$ cat src/rtl/eth_pkg.sv
// Shared Ethernet constants and the TX FCS-append FSM state type.
// Also used by the RX FCS checker.
package eth_pkg;

    localparam logic [31:0] CRC32_POLY_REFL = 32'hEDB88320;
    localparam logic [31:0] CRC32_INIT      = 32'hFFFFFFFF;
    localparam logic [31:0] CRC32_RESIDUE   = 32'hDEBB20E3;
    localparam int          ETH_MIN_LEN     = 60;

    typedef enum logic [1:0] {
        ST_IDLE,
        ST_DATA,
        ST_PAD,
        ST_FCS
    } tx_state_t;

endpackage

$ cat src/rtl/crc32_byte_upd.sv
// Combinational reflected CRC-32 update for one byte, bits taken LSB-first.
// Shared between the TX append and RX check paths.
module crc32_byte_upd
    import eth_pkg::*;
(
    input  logic [31:0] crc,
    input  logic [7:0]  data,
    output logic [31:0] crc_next
);

    always_comb begin
        crc_next = crc;
        for (int unsigned i = 0; i < 8; i++) begin
            if (crc_next[0] ^ data[i])
                crc_next = (crc_next >> 1) ^ CRC32_POLY_REFL;
            else
                crc_next = crc_next >> 1;
        end
    end

endmodule

$ cat src/rtl/eth_tx_fcs_append.sv
// Appends the Ethernet FCS (complemented reflected CRC-32, LSB first) to each frame.
// Define ETH_TX_PAD_EN to zero-pad short frames to MIN_LEN bytes before the FCS.
module eth_tx_fcs_append
    import eth_pkg::*;
#(
    parameter int MIN_LEN = ETH_MIN_LEN,
    parameter int CNT_W   = 12
) (
    input  logic       clk,
    input  logic       rst,
    input  logic [7:0] s_data,
    input  logic       s_valid,
    input  logic       s_last,
    output logic       s_ready,
    output logic [7:0] m_data,
    output logic       m_valid,
    output logic       m_last,
    input  logic       m_ready,
    output logic       busy
);

`ifdef ETH_TX_PAD_EN
    localparam bit PAD_EN = 1'b1;
`else
    localparam bit PAD_EN = 1'b0;
`endif

    localparam logic [CNT_W-1:0] MIN_CNT = CNT_W'(MIN_LEN);

    tx_state_t        state;
    logic [31:0]      crc;
    logic [31:0]      crc_nxt;
    logic [31:0]      fcs_word;
    logic [7:0]       upd_byte;
    logic [7:0]       fcs_byte;
    logic [CNT_W-1:0] count;
    logic [CNT_W-1:0] count_inc;
    logic [1:0]       fcs_idx;
    logic             out_en;
    logic             is_short;

    // The output register may take a new byte when empty or being drained.
    assign out_en    = !m_valid || m_ready;
    assign s_ready   = !rst && ((state == ST_IDLE) || (state == ST_DATA)) && out_en;
    assign busy      = (state != ST_IDLE);

    assign upd_byte  = (state == ST_PAD) ? 8'h00 : s_data;
    assign fcs_word  = ~crc;
    assign fcs_byte  = 8'(fcs_word >> {fcs_idx, 3'b000});

    // Counter saturates; it only steers padding, so the CRC is unaffected.
    assign count_inc = (count == '1) ? count : count + 1'b1;
    assign is_short  = PAD_EN && (count_inc < MIN_CNT);

    crc32_byte_upd u_crc (
        .crc      (crc),
        .data     (upd_byte),
        .crc_next (crc_nxt)
    );

    always_ff @(posedge clk or posedge rst) begin
        if (rst) begin
            state   <= ST_IDLE;
            crc     <= CRC32_INIT;
            count   <= '0;
            fcs_idx <= '0;
            m_data  <= '0;
            m_valid <= 1'b0;
            m_last  <= 1'b0;
        end else if (out_en) begin
            m_valid <= 1'b0;
            m_last  <= 1'b0;
            unique case (state)
                ST_IDLE, ST_DATA: begin
                    if (s_valid) begin
                        m_data  <= s_data;
                        m_valid <= 1'b1;
                        crc     <= crc_nxt;
                        count   <= count_inc;
                        if (s_last)
                            state <= is_short ? ST_PAD : ST_FCS;
                        else
                            state <= ST_DATA;
                    end
                end
                ST_PAD: begin
                    m_data  <= '0;
                    m_valid <= 1'b1;
                    crc     <= crc_nxt;
                    count   <= count_inc;
                    if (count_inc >= MIN_CNT)
                        state <= ST_FCS;
                end
                ST_FCS: begin
                    m_data  <= fcs_byte;
                    m_valid <= 1'b1;
                    fcs_idx <= fcs_idx + 2'd1;
                    if (fcs_idx == 2'd3) begin
                        m_last <= 1'b1;
                        state  <= ST_IDLE;
                        crc    <= CRC32_INIT;
                        count  <= '0;
                    end
                end
                default: state <= ST_IDLE;
            endcase
        end
    end

endmodule

$ cat config.mk
export PLATFORM = sky130hd
export DESIGN_NAME = eth_tx_fcs_append
export DESIGN_NICKNAME = d
export VERILOG_FILES = /design/src/rtl/eth_pkg.sv /design/src/rtl/crc32_byte_upd.sv /design/src/rtl/eth_tx_fcs_append.sv
export SDC_FILE = /design/constraint.sdc
export NUM_CORES = 1
export LEC_CHECK = 0
export CAP_MARGIN = 10
export CORE_ASPECT_RATIO = 0.7
export CORE_MARGIN = 2
export CORE_UTILIZATION = 40
export DETAILED_ROUTE_END_ITERATION = 12
export GPL_ROUTABILITY_DRIVEN = 0
export MAX_ROUTING_LAYER = met4
export PLACE_DENSITY = 0.71
export REMOVE_ABC_BUFFERS = 1
export SLEW_MARGIN = 20
export SYNTH_ARGS = -nofsm -noshare
export SYNTH_HDL_FRONTEND = slang
export SYNTH_SLANG_ARGS = --single-unit
export TNS_END_PERCENT = 1
$ cat constraint.sdc
create_clock -name clk -period 1.8 [get_ports clk]
set_input_delay 0.36 -clock clk [delete_from_list [all_inputs] [get_ports clk]]
set_output_delay 0.36 -clock clk [all_outputs]
set_load 0.03 [all_outputs]
==> impl_metrics.env, run 1 <==
export IMPL_max_stage_delay_ps=660
export IMPL_antenna_found_initial=0
export IMPL_crit_path_end_kind="flip-flop"
export IMPL_fin_crit_ps=1897
export IMPL_routed_via_density=5.494
export IMPL_synthAdderAreaFrac_pct=0.6506
export IMPL_setup_viol=5
export IMPL_finalWirelength_mm=11.00
export IMPL_coreArea_sq_um=9216
export IMPL_max_clock_path_buffers=2
export IMPL_synth_simple_area_share_pct=10.90
export IMPL_insertedDiodeCount=0
export IMPL_skew_ps=7.529
export IMPL_synth_top_cell_area_share_pct=21.86
export IMPL_die_h_um=86.04
export IMPL_die_x_um=121.2
export IMPL_num_fill_cells=766
export IMPL_syn_cell_area_sq_um=3846
export IMPL_fin_crit_sh_pct=105.4
export IMPL_cp_arrival_ps=2160
export IMPL_finalNonFillerCells=593
export IMPL_ys_warnings_count=0
export IMPL_failed_checks="setup timing"
export IMPL_criticalPathCategory="reg2reg"
export IMPL_cts_tree="built"
export IMPL_synth_edff_count=0
export IMPL_area_growth_pct=35.69
export IMPL_cts_buffers=9
export IMPL_clkTransAtPathRegs_ps=50
export IMPL_wl_per_cell_um=18.54
export IMPL_synth_cell_type_count=50
export IMPL_synth_commonest_cells="xnor2_1, nor2_1, a21oi_1, dfstp_2, dfrtp_1"
export IMPL_synth_seq_area_share_pct=38.78
export IMPL_grt_usage_pct=22.52
export IMPL_drive_above_1_share_pct=35.61
export IMPL_dp_slack_ps=-527.2
export IMPL_synth_top_family_by_area="XOR/XNOR gates"
export IMPL_yosys_area_top_type="dfstp_2"
export IMPL_ys_ff_latch=58
export IMPL_cp_max_fo=5
export IMPL_grt_pass1_vias=3232
export IMPL_layout_setup_ws_ps=-96.73
export IMPL_clkLatencyLatePin_ps=330
export IMPL_io_buffers=24
export IMPL_ios=25
export IMPL_rows=29
export IMPL_tns_ps=-307.9
export IMPL_nets=479
export IMPL_overflow=0
export IMPL_synth_compound_area_share_pct=14.09
export IMPL_cp_common_cell="xnor2_4"
export IMPL_dp_cells=572
export IMPL_startpoint_type="flip-flop"
export IMPL_required_ps=2060
export IMPL_start_util_pct=41.73
export IMPL_utilization_pct=56.63
export IMPL_min_path_type="in2async"
export IMPL_grt_pass1_wl_mm=17.20
export IMPL_max_cap_violations=0
export IMPL_worstPathCellList="xor2_4, xnor2_4, xnor2_4, xnor3_1, a21oi_1"
export IMPL_maxSlewViolCount=0
export IMPL_synthTopCellsByArea="dfstp_2, dfrtp_1, xnor2_1"
export IMPL_ant_nets=0
export IMPL_synthFlopType="dfstp_2"
export IMPL_rsz0062_at_grt="yes"
export IMPL_dp_hpwl_mm=7.486
export IMPL_root_buffer="clkbuf_16"
export IMPL_drtPass1Iterations=5
export IMPL_syn_area_per_cell_sq_um=10.09
export IMPL_synthMuxAreaShare_pct=5.953
export IMPL_synthMostInstantiatedCell="xnor2_1"
export IMPL_status="finished with violations"
export IMPL_final_hold_violation_count=0
export IMPL_cp_slowest_cell="dfstp_2"
export IMPL_synth_xor_area_share_pct=24.63
export IMPL_htreeDepth=3
export IMPL_drc=0
export IMPL_drt_initial_drc_count=366
export IMPL_synth_cells=381
export IMPL_die_area_sq_um=10430
export IMPL_grt_max_degree=47
export IMPL_tightest_slew_ps=555.6
export IMPL_cts_sinks=58
export IMPL_synthArstFlopShare_pct=100.0
export IMPL_max_freq_ghz=0.5272
export IMPL_relSlewSlack_pct=62.57
export IMPL_vias=3258
layer usage:
layer	vias up	track usage [%]	part of all wire, %
li1	1474	-	-
met4	0	6.165	1.5
met3	18	6.582	5.4
met1	1644	30.30	45
met5	-	-	0
met2	122	33.30	48
repair_timing:
item | in CTS | in global routing
endpoints found under the hold margin | 0 | 0
setup buffers | 1 | 4
resized for setup | 11 | 29
hold buffers | 0 | 0
pin swaps | 3 | 9
endpoints found under the setup margin | 19 | 38
worst paths after layout:
kind,slack (ps),endpoint,from,depth (start not counted)
max in group asynchronous,1050,crc[12],rst,3
min in group clk,490,m_data[3],m_data[3],1
setup / recovery,-100,crc[23],crc[0],5
hold reg to reg,490,m_data[3],m_data[3],1
hold / removal,430,count[4],rst,3
setup reg to reg,-100,crc[23],crc[0],5
worst max-delay path, delay by kind of cell (launching register included):
kind / cells / cell delay, ps
xor+xnor: 4 / 1010
flops: 1 / 660
compound gates: 1 / 160
stage by stage:
step	instance area (sq um)	hold WS, ps
after global placement	4651	472.6
after global routing	5219	463.1
after floorplan	3695	471.5
after CTS	5030	423.0
final	5219	429.6
after detailed placement	4651	482.8
layout by cell type, fill, tap and decap left out, types with 13 or more instances in the layout:
master	n
dfrtp_1	25
xnor2_1	45
buf_4	65
clkdlybuf4s50_1	16
xnor2_2	15
dfstp_2	32
nor2_1	50
a21oi_1	42
xor2_1	19
o21ai_0	13
layout make-up:
class | instances | area [sq um] | share of cell area [%]
Multi-Input combinational cell | 288 | 2362 | 45.26
Sequential cell | 58 | 1493 | 28.60
Timing Repair Buffer | 96 | 860.8 | 16.49
Clock buffer | 12 | 256.5 | 4.915
Tap cell | 124 | 155.1 | 2.973
Clock inverter | 4 | 50.05 | 0.9590
Inverter | 11 | 41.29 | 0.7912
kinds of logic after synthesis:
logic type / count (synthesis)
flops: 58
mux: 12
simple gates: 92
buf+inv: 35
fa+ha+maj: 2
compound gates: 88
xor+xnor: 94
registers in the layout, indices dropped and copies added, names as in the netlist:
| register | flops |
|---|---|
| m_valid | 1 |
| state | 2 |
| m_data | 8 |
| count | 12 |
| m_last | 1 |
| crc | 32 |
| fcs_idx | 2 |
Power of run 1 is left out: the tool's default activity adds up to more than one toggle a clock period on the data nets, which glitch-free logic cannot reach.
==> run 2: changes to the inputs <==
--- a/config.mk
+++ b/config.mk
@@ -7,7 +7,6 @@
 export LEC_CHECK = 0
 export CAP_MARGIN = 10
 export CORE_ASPECT_RATIO = 0.7
-export CORE_MARGIN = 2
 export CORE_UTILIZATION = 40
 export DETAILED_ROUTE_END_ITERATION = 12
 export GPL_ROUTABILITY_DRIVEN = 0
==> run 2 against run 1 <==
Die area is 3.9% lower. Clock skew is 1.5 ps higher. The flow still finishes with violations (setup timing). Non-clock buffer count is 12 higher. Highest routed layer unchanged. Wire length is 2.2% lower. Final cell count is 2.0% higher. Largest cell class unchanged. Maximum frequency is 0.52% higher. Critical endpoint unchanged. Via count is 2.2% lower.
==> impl_metrics.env, run 2 (synthesis results as in run 1) <==
export IMPL_status="finished with violations"
export IMPL_failed_checks="setup timing"
export IMPL_rsz0062_at_grt="yes"
export IMPL_layout_setup_ws_ps=-86.90
export IMPL_clkTransAtPathRegs_ps=60
export IMPL_wl_per_cell_um=17.77
export IMPL_required_ps=2070
export IMPL_rows=29
export IMPL_relSlewSlack_pct=75.79
export IMPL_dp_hpwl_mm=7.362
export IMPL_drtPass1Iterations=5
export IMPL_routed_via_density=5.268
export IMPL_io_buffers=24
export IMPL_ios=25
export IMPL_final_hold_violation_count=0
export IMPL_grt_pass1_vias=3242
export IMPL_coreArea_sq_um=9180
export IMPL_die_x_um=119.2
export IMPL_max_flop_register="crc"
export IMPL_startpoint_type="flip-flop"
export IMPL_max_clock_path_buffers=2
export IMPL_htreeDepth=3
export IMPL_mostFrequentLayoutCell="buf_4"
export IMPL_tightest_slew_ps=361.4
export IMPL_start_util_pct=41.90
export IMPL_max_freq_ghz=0.5300
export IMPL_drt_initial_drc_count=227
export IMPL_clkLatencyLatePin_ps=330
export IMPL_insertedDiodeCount=0
export IMPL_fin_crit_ps=1887
export IMPL_cp_arrival_ps=2160
export IMPL_maxSlewViolCount=0
export IMPL_cts_sinks=58
export IMPL_criticalPathCategory="reg2reg"
export IMPL_nets=491
export IMPL_cts_tree="built"
export IMPL_min_path_type="in2async"
export IMPL_die_h_um=84.04
export IMPL_cts_buffers=9
export IMPL_grt_pass1_wl_mm=16.83
export IMPL_fin_crit_sh_pct=104.8
export IMPL_largest_register_ffs=32
export IMPL_drive_above_1_share_pct=38.25
export IMPL_setup_viol=11
export IMPL_drc=0
export IMPL_grt_usage_pct=22.78
export IMPL_grt_max_degree=59
export IMPL_skew_ps=8.988
export IMPL_vias=3187
export IMPL_max_cap_violations=0
export IMPL_root_buffer="clkbuf_16"
export IMPL_crit_path_end_kind="flip-flop"
export IMPL_cp_max_fo=4
export IMPL_reg_largest_list="crc: 32 flops, count: 12 flops, m_data: 8 flops"
export IMPL_antenna_found_initial=0
export IMPL_overflow=0
export IMPL_ant_nets=0
export IMPL_holdWs_ps=430.7
export IMPL_finalWirelength_mm=10.75
export IMPL_die_area_sq_um=10020
export IMPL_area_growth_pct=39.30
export IMPL_final_cell_mix="buf_4, nor2_1, a21oi_1"
## run 2: changes by cell type in the layout (fill, tap and decap cells not counted), sizes merged
cell	delta
buf	+12
bufinv	+1
clkbuf	-1
clkdlybuf4s50	+1
clkinv	+2
clkinvlp	-2
dlygate4sd2	+1
dlymetal6s2s	-2
## run 2: worst max-delay path: stages (launching register included)
cell,delay (ps)
dfstp_2,580
buf_6,150
xnor2_2,150
xnor2_2,170
xnor2_2,160
buf_4,160
xnor3_1,310
a21oi_2,140
## run 2: final cells by class
cell class / instances / area, sq um
clock buffers: 11 / 242.7
well taps: 124 / 155.1
inverters: 11 / 41.29
flip-flops and latches: 58 / 1491
repair buffers: 108 / 964.7
clock inverters: 5 / 78.83
fillers: 721 / 3822
multi-input cells: 288 / 2384
## run 2: final timing paths
path	startpoint	endpoint	slack [ps]	cells past startpoint
worst max-delay path	crc[1]	crc[23]	-90	7
worst min-delay path	rst	count[4]	430	3
worst max register to register	crc[1]	crc[23]	-90	7
worst min register to register	m_data[5]	m_data[5]	490	1
max in group asynchronous	rst	crc[14]	1050	3
min in group clk	m_data[5]	m_data[5]	490	1
## run 2: repair_timing
action	in CTS	in global routing
pin swaps	4	13
gates resized for setup	14	34
setup buffers	4	8
endpoints found under the setup margin	19	31
hold buffers	0	0
## run 2: layer usage
metal  GRT usage [%]  wire, um  vias to the layer above
met5               -         0                        -
met4           8.400       184                        0
met3           4.098       535                       15
met2           34.62      5142                       80
met1           30.41      4887                     1604
li1                -         -                     1488
## run 2: metrics by stage
| stage | setup WS, ps | utilization (%) | area (sq um) | TNS [ps] | cells |
|---|---|---|---|---|---|
| after floorplan | -905.6 | - | 3695 | -27050 | 357 |
| after global placement | -512.4 | 51.21 | 4701 | -10470 | 577 |
| after detailed placement | -527.3 | 51.21 | 4701 | -11400 | 577 |
| after CTS | -85.52 | 55.89 | 5131 | -293.4 | 597 |
| after global routing | -158.8 | 58.36 | 5358 | -1851 | 605 |
| final | -86.90 | 58.36 | 5358 | -422.7 | 605 |
Power of run 2 is left out for the same reason.
==> run 3: changes to the inputs <==
--- a/config.mk
+++ b/config.mk
@@ -8,11 +8,13 @@
 export CAP_MARGIN = 10
 export CORE_ASPECT_RATIO = 0.7
 export CORE_UTILIZATION = 40
+export CTS_BUF_LIST = sky130_fd_sc_hd__clkbuf_4
 export DETAILED_ROUTE_END_ITERATION = 12
 export GPL_ROUTABILITY_DRIVEN = 0
 export MAX_ROUTING_LAYER = met4
 export PLACE_DENSITY = 0.71
 export REMOVE_ABC_BUFFERS = 1
+export SKIP_LAST_GASP = 1
 export SLEW_MARGIN = 20
 export SYNTH_ARGS = -nofsm -noshare
 export SYNTH_HDL_FRONTEND = slang
==> constraint.sdc (replaced) <==
create_clock -name clk -period 1.8 [get_ports clk]
set_input_delay 0.27 -clock clk [delete_from_list [all_inputs] [get_ports clk]]
set_output_delay 0.27 -clock clk [all_outputs]
set_load 0.03 [all_outputs]
==> run 3 against run 2 <==
Highest routed layer unchanged. Non-clock buffer count grew 1. Sequential share of layout area grew 1.4 points. Setup slack lost 13 ps. Global-route usage is essentially flat. Maximum frequency shrank 0.71%. The run still ends with setup timing left. Critical path type unchanged. Wire length shrank 2.2%. Critical path depth grew 2. Via count grew 0.38%.
==> impl_metrics.env, run 3 (synthesis results as in run 1) <==
export IMPL_cts_tree="built"
export IMPL_final_hold_violation_count=0
export IMPL_start_util_pct=41.90
export IMPL_routed_via_density=5.279
export IMPL_clkLatencyLatePin_ps=430
export IMPL_grt_max_degree=59
export IMPL_crit_path_end="crc[16]"
export IMPL_fin_crit_sh_pct=105.6
export IMPL_r2r_start="state[0]"
export IMPL_r2r_slack_ps=-100
export IMPL_nets=492
export IMPL_ff2ff_path_depth=9
export IMPL_dp_hpwl_mm=7.170
export IMPL_tightest_slew_ps=550.1
export IMPL_grt_pass1_vias=3183
export IMPL_coreArea_sq_um=9180
export IMPL_fin_crit_ps=1900
export IMPL_startpoint="state[0]"
export IMPL_max_stage_delay_ps=430
export IMPL_skew_ps=14.25
export IMPL_failed_checks="setup timing"
export IMPL_vias=3199
export IMPL_worstPathCellList="nor2b_4, buf_4, clkbuf_16, nor2_1, xnor2_1, buf_4, xor2_1, xnor2_1, a21oi_1"
export IMPL_largest_register_ffs=32
export IMPL_criticalPathCategory="reg2reg"
export IMPL_root_buffer="clkbuf_4"
export IMPL_max_cap_violations=0
export IMPL_drtPass1Iterations=4
export IMPL_io_buffers=24
export IMPL_reg_largest_list="crc: 32 flops, count: 12 flops, m_data: 8 flops"
export IMPL_htreeDepth=3
export IMPL_cp_arrival_ps=2240
export IMPL_cp_slowest_cell="dfrtp_1"
export IMPL_max_clock_path_buffers=2
export IMPL_rows=29
export IMPL_startpoint_type="flip-flop"
export IMPL_maxSlewViolCount=0
export IMPL_ant_nets=0
export IMPL_mostFrequentLayoutCell="buf_4"
export IMPL_cts_sinks=58
export IMPL_insertedDiodeCount=0
export IMPL_final_cell_mix="buf_4, nor2_1, xnor2_1"
export IMPL_setup_viol=17
export IMPL_finalWirelength_mm=10.51
export IMPL_die_area_sq_um=10020
export IMPL_max_freq_ghz=0.5262
export IMPL_cts_buffers=9
export IMPL_max_flop_register="crc"
export IMPL_min_path_type="in2async"
export IMPL_grt_usage_pct=22.74
export IMPL_status="finished with violations"
export IMPL_die_h_um=84.04
export IMPL_drive_above_1_share_pct=35.48
export IMPL_worstReg2RegEnd="crc[16]"
export IMPL_overflow=0
export IMPL_grt_pass1_wl_mm=16.68
export IMPL_drt_initial_drc_count=174
export IMPL_wl_per_cell_um=17.34
export IMPL_area_growth_pct=32.53
export IMPL_cp_max_fo=8
export IMPL_crit_path_end_kind="flip-flop"
export IMPL_layout_setup_ws_ps=-100.3
export IMPL_rsz0062_at_grt="yes"
export IMPL_drc=0
export IMPL_relSlewSlack_pct=63.06
export IMPL_clkTransAtPathRegs_ps=100
export IMPL_holdWs_ps=252.1
export IMPL_required_ps=2140
export IMPL_die_x_um=119.2
export IMPL_antenna_found_initial=0
export IMPL_ios=25
## run 3: routing by layer
layer | vias to the layer above | global-route usage [%] | part of all wire, %
li1 | 1490 | - | -
met1 | 1586 | 29.42 | 46
met2 | 104 | 35.52 | 47
met3 | 19 | 4.235 | 5.6
met4 | 0 | 8.285 | 2.2
met5 | - | - | 0
## run 3: final cells by class
type                       count  area (sq um)
inverter                      11         41.29
multi-input combinational    288          2315
fill                         776          4083
timing repair buffer         109         982.2
sequential                    58          1491
tap                          124         155.1
clock buffer                  14         105.1
clock inverter                 2         7.507
## run 3: worst max-delay path: cells and delay by family, from the launching register on
family / cells / cell delay (ps)
AO/OA/AOI/OAI: 1 / 210
XOR/XNOR: 3 / 480
buffers and inverters: 3 / 470
flip-flops: 1 / 430
AND/OR/NAND/NOR: 2 / 230
## run 3: metrics by stage
step	instances	utilization, %	setup slack [ps]	TNS (ps)	area (sq um)
after floorplan	357	-	-905.6	-27050	3695
after global placement	572	50.80	-414.2	-6378	4663
after detailed placement	572	50.80	-395.2	-7331	4663
after CTS	595	52.84	-69.02	-633.1	4851
after global routing	606	55.53	-156.1	-3502	5097
final	606	55.53	-100.3	-596.7	5097
## run 3: worst min path at each step
stage	to	from
after floorplan	m_valid	s_valid
after global placement	m_data[2]	m_data[2]
after detailed placement	m_data[3]	m_data[3]
after CTS	count[3]	rst
after global routing	state[0]	rst
final	state[0]	rst
## run 3: what timing repair did
item / 4_1_cts / 5_1_grt
setup endpoints to repair: 19 / 33
hold buffers: 0 / 0
cloned: 0 / 1
gates resized for setup: 3 / 18
pin swaps: 3 / 12
setup buffers: 7 / 10
Power of run 3 is left out for the same reason.
